--- src/rtl/he_dft_pkg.sv ---
// Shared definitions for the 54-bit NTT datapath: widths, multiplier latency
// and the beat carried down the operand delay line.
package he_dft_pkg;

  localparam int unsigned DATA_WIDTH_54 = 54;
  localparam int unsigned MM54_LATENCY  = 16;
  localparam int unsigned TAG_WIDTH     = 12;

  typedef struct packed {
    logic                     valid;
    logic [DATA_WIDTH_54-1:0] a;
    logic [TAG_WIDTH-1:0]     tag;
    logic                     last;
  } beat_t;

endpackage

--- src/rtl/pipe_delay.sv ---
// Fixed-depth register shift line with a separate valid bit.
// Only the valid bits are reset; payload is qualified by valid downstream.
module pipe_delay #(
  parameter int unsigned WIDTH = 8,
  parameter int unsigned DEPTH = 2
) (
  input  logic             clk,
  input  logic             rst,
  input  logic             in_valid,
  input  logic [WIDTH-1:0] in_data,
  output logic             out_valid,
  output logic [WIDTH-1:0] out_data
);

  logic [DEPTH-1:0] vld;
  logic [WIDTH-1:0] dat [DEPTH];

  // Valid shift chain, cleared on reset so in-flight beats are dropped.
  always_ff @(posedge clk) begin
    if (rst) begin
      vld <= '0;
    end else begin
      vld[0] <= in_valid;
      for (int unsigned i = 1; i < DEPTH; i++) begin
        vld[i] <= vld[i-1];
      end
    end
  end

  // Payload shift chain, no reset.
  always_ff @(posedge clk) begin
    dat[0] <= in_data;
    for (int unsigned i = 1; i < DEPTH; i++) begin
      dat[i] <= dat[i-1];
    end
  end

  assign out_valid = vld[DEPTH-1];
  assign out_data  = dat[DEPTH-1];

endmodule

--- src/rtl/ntt_butterfly_54.sv ---
// Cooley-Tukey NTT butterfly back-end: aligns operand a with the modular
// multiplier product p and produces x = (a+p) mod q, y = (a-p) mod q.
// Optional: define BFLY_RANGE_CHECK_EN to add the sticky range_err output.
module ntt_butterfly_54 #(
  parameter int unsigned DATA_WIDTH = he_dft_pkg::DATA_WIDTH_54,
  parameter int unsigned MUL_LAT    = he_dft_pkg::MM54_LATENCY,
  parameter int unsigned TAG_WIDTH  = he_dft_pkg::TAG_WIDTH
) (
  input  logic                  clk,
  input  logic                  rst,
  input  logic [DATA_WIDTH-1:0] modulus,
  input  logic                  in_valid,
  input  logic [DATA_WIDTH-1:0] in_a,
  input  logic [TAG_WIDTH-1:0]  in_tag,
  input  logic                  in_last,
  input  logic [DATA_WIDTH-1:0] prod,
  output logic                  out_valid,
  output logic [DATA_WIDTH-1:0] out_x,
  output logic [DATA_WIDTH-1:0] out_y,
  output logic [TAG_WIDTH-1:0]  out_tag,
  output logic                  out_last,
  output logic [TAG_WIDTH-1:0]  beat_cnt
`ifdef BFLY_RANGE_CHECK_EN
  ,
  output logic                  range_err
`endif
);

  import he_dft_pkg::*;

  localparam int unsigned PW = DATA_WIDTH + TAG_WIDTH + 1;

  logic          d_valid;
  logic [PW-1:0] d_data;
  beat_t         al;

  pipe_delay #(
    .WIDTH (PW),
    .DEPTH (MUL_LAT)
  ) u_delay (
    .clk       (clk),
    .rst       (rst),
    .in_valid  (in_valid),
    .in_data   ({in_a, in_tag, in_last}),
    .out_valid (d_valid),
    .out_data  (d_data)
  );

  // Aligned beat: the delayed operand that meets prod this cycle.
  always_comb begin
    al                    = '0;
    al.valid              = d_valid;
    {al.a, al.tag, al.last} = d_data;
  end

  logic [DATA_WIDTH:0]  q_ext;
  logic [DATA_WIDTH:0]  s1_sum;
  logic [DATA_WIDTH:0]  s1_diff;
  logic                 s1_valid;
  logic                 s1_last;
  logic [TAG_WIDTH-1:0] s1_tag;

  assign q_ext = {1'b0, modulus};

  // S1: unreduced sum and (a + q - p); q is added first so p == q stays non-negative.
  always_ff @(posedge clk) begin
    if (rst) begin
      s1_valid <= 1'b0;
      s1_last  <= 1'b0;
      s1_tag   <= '0;
      s1_sum   <= '0;
      s1_diff  <= '0;
    end else begin
      s1_valid <= al.valid;
      s1_last  <= al.valid & al.last;
      if (al.valid) begin
        s1_sum  <= {1'b0, al.a} + {1'b0, prod};
        s1_diff <= {1'b0, al.a} + q_ext - {1'b0, prod};
        s1_tag  <= al.tag;
      end
    end
  end

  logic [DATA_WIDTH:0] x_full;
  logic [DATA_WIDTH:0] y_full;

  // Single conditional subtraction brings both intermediates into [0, q).
  always_comb begin
    x_full = (s1_sum  >= q_ext) ? s1_sum  - q_ext : s1_sum;
    y_full = (s1_diff >= q_ext) ? s1_diff - q_ext : s1_diff;
  end

  // S2: output register.
  always_ff @(posedge clk) begin
    if (rst) begin
      out_valid <= 1'b0;
      out_last  <= 1'b0;
      out_tag   <= '0;
      out_x     <= '0;
      out_y     <= '0;
    end else begin
      out_valid <= s1_valid;
      out_last  <= s1_valid & s1_last;
      if (s1_valid) begin
        out_x   <= x_full[DATA_WIDTH-1:0];
        out_y   <= y_full[DATA_WIDTH-1:0];
        out_tag <= s1_tag;
      end
    end
  end

  // Beats emitted since the last out_last; shows the pre-increment count
  // alongside each output and restarts at 0 after a last beat.
  always_ff @(posedge clk) begin
    if (rst) begin
      beat_cnt <= '0;
    end else if (out_valid && out_last) begin
      beat_cnt <= '0;
    end else if (out_valid) begin
      beat_cnt <= beat_cnt + TAG_WIDTH'(1);
    end
  end

`ifdef BFLY_RANGE_CHECK_EN
  // Sticky flag for an out-of-range issued a or aligned product.
  always_ff @(posedge clk) begin
    if (rst) begin
      range_err <= 1'b0;
    end else if ((in_valid && (in_a >= modulus)) || (al.valid && (prod > modulus))) begin
      range_err <= 1'b1;
    end
  end
`endif

endmodule

--- config.mk ---
export PLATFORM = sky130hd
export DESIGN_NAME = ntt_butterfly_54
export DESIGN_NICKNAME = d
export VERILOG_FILES = /design/src/rtl/he_dft_pkg.sv /design/src/rtl/pipe_delay.sv /design/src/rtl/ntt_butterfly_54.sv
export SDC_FILE = /design/constraint.sdc
export NUM_CORES = 2
export LEC_CHECK = 0
export ABC_CLOCK_PERIOD_IN_PS = 10100
export CORE_AREA = 2 2 318 320
export CTS_CLUSTER_SIZE = 10
export DETAILED_ROUTE_END_ITERATION = 12
export DIE_AREA = 0 0 320 322
export SLEW_MARGIN = 15
export SYNTH_ARGS = -nofsm -noshare
export SYNTH_HDL_FRONTEND = slang
export SYNTH_SLANG_ARGS = --single-unit
--- constraint.sdc ---
create_clock -name clk -period 10.1 [get_ports clk]
set_clock_uncertainty 0.05 [all_clocks]
set_input_delay 2.02 -clock clk [delete_from_list [all_inputs] [get_ports clk]]
set_output_delay 2.02 -clock clk [all_outputs]
set_load 0.1 [all_outputs]
* Yosys cells after proc, flatten, opt, wreduce, memory -nomap -nowiden
Memory sizes are Yosys's and may differ from the RTL's. Cells that the tools add are included. Widths: inputs -> output; s select.
Cells by class: magnitude comparators 2, muxes and demuxes 2, reductions and logical operators 2, add/sub/neg operators 6, bitwise operators 2
Operators with widths (number):
- $add 54x54->55 | 2
- $ge 55x54->1 | 2
- $mux 54 | 2
- $sub 54x54->54 | 2
- $sub 55x54->55 | 1
- $add 12x1->12 const B | 1
- $and 1x1->1 | 2
- $reduce_or 2->1 | 1
- $logic_and 1x1->1 | 1
Storage, ports and cells: memories 1, logic and storage cells 27, input port bits 178, flip-flop bits (word level) 274, bits in writable memories 1072
Memory list:
- u_delay.dat | words 16, bits a word 67, rd ports 16, clocked after Yosys merged registers in 0, wr ports 16, line pipe_delay.sv:16 | logic [WIDTH-1:0] dat [DEPTH];

* Depth between registers and ports, before layout
An unclocked memory read counts as a cell.
depth in word-level cells 3, gate-level depth with buffers 17, gate-level depth less buffers 16

* Cells and area by module
Synthesis repeated with hierarchy kept, for this count alone.
Second synthesis, totals: cell total of the unflattened synthesis 4321, area, all modules 46326.9 sq um
Modules (own cells, without submodules):
- ntt_butterfly_54 | times used 1, cells each 3149, sequential area each 5165.0 sq um, area each 23899.2 sq um
- pipe_delay | times used 1, cells each 1172, sequential area each 21780.9 sq um, area each 22427.8 sq um

* Worst setup path before layout
No wires, ideal clock.
kind input to register, from in modulus[1], to reg s1_diff[52], path slack 4.770 ns, library setup time 0.128 ns, stages 15, data arrival time 5.152 ns, data required time 9.922 ns, cell sequence inv_1 > fa_1 > inv_1 > fa_1 > a211oi_1 > nor3_1 > o2111ai_1 > a31oi_1 > a21oi_1 > o21ai_1 > a31oi_1 > a32oi_1 > a311oi_1 > xor2_1 > o21ai_0
Between the ends: longest elaborated chain between the ends 2
Ends and longest elaborated chain:
- start: declaration | line ntt_butterfly_54.sv:11 | input logic [DATA_WIDTH-1:0] modulus,
- $add 54x54->55 | line ntt_butterfly_54.sv:78 | s1_diff <= {1'b0, al.a} + q_ext - {1'b0, prod};
- $sub 55x54->55 | line ntt_butterfly_54.sv:78
- end signal: assignment | line ntt_butterfly_54.sv:78
- end: declaration | line ntt_butterfly_54.sv:58 | logic [DATA_WIDTH:0] s1_diff;
No other way between the ends. A chain may end at the register's enable or synchronous reset.

* Worst setup path after layout
from in modulus[1], to reg out_x[44]
Between the ends: longest elaborated chain between the ends 2
Ends and longest elaborated chain:
- $sub 54x54->54 or $ge 55x54->1 (tied branches) | line ntt_butterfly_54.sv:89 | x_full = (s1_sum >= q_ext) ? s1_sum - q_ext : s1_sum;
- $mux 54 (*) | line ntt_butterfly_54.sv:89
- end signal: assignment | line ntt_butterfly_54.sv:105 | out_x <= x_full[DATA_WIDTH-1:0];
- end: declaration | line ntt_butterfly_54.sv:18 | output logic [DATA_WIDTH-1:0] out_x,
Mark *: on every way between the ends. The rest lies on a longest branch, timed or not.

==> results.cfg <==
[clock_tree]
clock_latency_ps = 750
cts_resized = 0
root_buffer = clkbuf_16
ctsHoldBuffers = 0
cts.path.max_buffers = 3
cts.sinks = 1346
postCtsSetupBuffers = 0
numCtsBuffers = 158
htreeDepth = 4
cts_tree = done
clk_pin_slew_ps = 60

[final_layout]
nFillCells = 8746
seq_area_um2 = 27000
drive_gt1_share_pct = 5.28
layoutNonFillerInstCount = 5886
fin_nets = 5000
multi_input_area_um2 = 17000
synthToLayoutAreaGrowth_pct = 19.2

[placed_design]
port_buffers = 311
dp_hpwl_mm = 83.7
dp.cells = 5685
place_congestion = 0.911

[global_routing]
grt_pass1_wl_mm = 169
grt.overflow.total = 0
antenna_found_initial = 4
grt_max_degree = 85
grt_pass1_vias = 28900
grt_use_total_pct = 21.4

[detailed_routing]
post_drt_wl_per_cell_um = 18.9
drt_wl_total_mm = 111
drc = 0
drtAntennaViolNets = 0
vias_per_cell = 5.10
drtPass1Iterations = 5
vias = 30000
drtIter0Drc = 1885

[floorplan]
placementRows = 116
core_um2 = 99600
dieWidth_um = 320
boundaryPins = 312
start_util_pct = 45.8
die_h_um = 322
die_area_um2 = 103000

[critical_path]
required_ps = 10620
cp_data_arrival_time_ps = 6860
worst-path-max-fanout = 55
cp-start-kind = input port
crit_path_start = modulus[1]
cp-end-kind = register
critPathKind = input port to register
worstReg2RegStart = s1_sum[1]

[job]
timing.max_cap.violations = 0

[timing]
setup_viol_count_final = 0
maxSlewHeadroom_pct = 21.1
fin_crit_ps = 6350
final-max-slew-violation-count = 0
rsz0062_at_grt = false
fmax_mhz = 158
fin_crit_sh_pct = 62.8
hold_violations = 0
tns_ps = 0
worstMarginPinSlew_ps = 1180

[synth]
seq_area_frac_synth_pct = 59.1
synthesis.instances = 4224
ys_async_sr_fraction_pct = 0
yosysUniqueCellTypes = 86
syn_avg_cell_area_um2 = 10.8
synth_seq_cells = 1346
synthFlopType = dfxtp_1
synth_top_area_share_pct = 59.1
synth_edf_count = 0
synth_area_leaders = dfxtp_1 (59%), ha_1 (6.0%), a21oi_1 (3.4%), nor2_1 (3.1%), a21o_1 (2.5%)
synth_nets = 4677
synth_area_leader_cell = dfxtp_1
synthesis.area_um2 = 45600
yosys_warnings = 0

[power_and_ir_drop]
p_leak_nw = 23.2
ir_drop_mv = 0.169
p_per_area_nw_per_um2 = 213

[hold_path]
hold_start = u_delay.dat[5][122]
hold_path_class = register to register

[status]
status = finished clean
## through the flow
stage / worst slack (ps) / cell area, µm² / total power, mW / hold slack (ps) / utilization, %
after detailed placement: 2970 / 49800 / 6.70 / 262 / 50.0
after CTS: 3760 / 54400 / 11.7 / 244 / 54.6
after global routing: 3410 / 54400 / 12.1 / 249 / 54.6
final: 3750 / 54400 / 11.6 / 244 / 54.6
after global placement: 3110 / 49800 / 6.69 / 260 / 50.0
after floorplan: 4770 / 45600 / 6.37 / 260 / -
## state kept, by name (all words and copies together) (netlist names), 12 cells and up
name	cells
u_delay.dat	1072
s1_diff	55
s1_sum	55
out_x	54
out_y	54
u_delay.vld	16
beat_cnt	12
out_tag	12
s1_tag	12
## placed cells by master (no fill, tap or decap), drive strengths merged, types with 8 or more instances in the layout
master	netlist	routed
a311oi	13	13
and4	8	8
nand4	60	60
a21o	154	154
nor2b	41	41
xor2	92	92
nand2b	15	15
dfxtp	1346	1346
xnor2	110	110
or2	8	8
o21bai	39	39
fa	57	57
or3	11	11
clkdlybuf4s50	0	309
nor3	36	36
a21boi	8	8
o211ai	20	20
clkinv	2	17
nor4	10	10
inv	264	268
o31ai	15	15
nand2	236	236
nor2	383	383
o21a	19	19
o21ai	159	159
mux2i	97	97
and3	37	37
a21oi	308	308
clkbuf	132	178
o221ai	10	10
a211oi	99	99
ha	218	218
buf	29	15
a31oi	21	21
nand3	46	46
## where the power goes
part | total (mW) | leakage (nW) | switching [mW] | internal, mW
registers | 5.60 | 11.3 | 0.0513 | 5.55
clock network | 4.99 | 2.22 | 2.04 | 2.94
logic | 1.01 | 9.75 | 0.600 | 0.407
## cells by family (layout without fill, tap and decap cells)
group                      after synthesis  after routing  share of synthesized area [%]
other                                    0              1                              0
DFF                                   1346           1346                           59.1
adders and majority gates              275            275                           8.48
buffers and inverters                  427            790                           3.67
xor gates and xnor gates               202            202                           3.88
muxes                                  100            100                           2.20
and+or+nand+nor                        912            912                           9.00
AOI/OAI and AO/OA                      962            962                           13.7
## worst max-delay path: stages
cell             delay (ps)
clkdlybuf4s50_1         560
inv_1                   130
ha_1                    320
nor2b_1                 150
o31a_1                  280
o31a_1                  390
a2111oi_4               480
a2bb2oi_2               260
nand2_2                 150
a41o_1                  410
nand2_2                 630
buf_4                   600
nor2_1                  110
a211oi_1                230
nor3_1                   80
## routing by layer
| layer | share of wire (%) | GRT usage, % | wire, µm |
|---|---|---|---|
| met5 | 0.032 | 0 | 36 |
| met4 | 2.6 | 7.10 | 2920 |
| met2 | 43 | 32.3 | 47300 |
| met3 | 5.8 | 4.51 | 6450 |
| met1 | 49 | 30.5 | 54500 |
## Yosys cell counts (6+ instances only)
library cell  count
or2_2             7
xnor2_1         110
or4_1             6
o31ai_1          14
a21boi_0          8
o21ai_0         152
nand3_1          46
buf_2             9
o211ai_1         20
o211a_1           6
clkbuf_1        132
or3_1            11
xor2_1           92
o21ai_1           6
o31a_1            7
nand2_1         234
nor3_1           36
buf_4             8
nor4_1           10
fa_1             57
and2_1            7
mux2i_1          97
ha_1            218
nor2_1          382
nand4_1          60
a21o_1          154
a21oi_1         308
a211o_1           7
a311o_1           6
a211oi_1         98
a22o_1            6
and4_1            8
buf_1             8
dfxtp_1        1346
o21a_1           19
and3_1           37
a31oi_1          21
nand2b_1         15
inv_1           263
o221ai_1         10
a311oi_1         13
o21bai_1         39
a31o_2            6
nor2b_1          41
## final timing paths
path                        endpoint  cells after the start  slack [ps]
setup / recovery           out_x[44]                     15        3750
setup reg to reg           out_x[44]                     13        5220
hold / removal    u_delay.dat[6][55]                      0         240
hold reg to reg   u_delay.dat[6][55]                      0         240
## cell type report
cell class,instances,share of cell area (%)
antenna,1,0.00460
clock buffer,178,7.57
clock inverter,22,0.858
inverter,266,1.84
multi-input combinational,2451,31.3
sequential,1346,49.5
tap,1298,2.99
timing repair buffer,324,5.90
No activity file was read; power rests on OpenSTA's default activity.
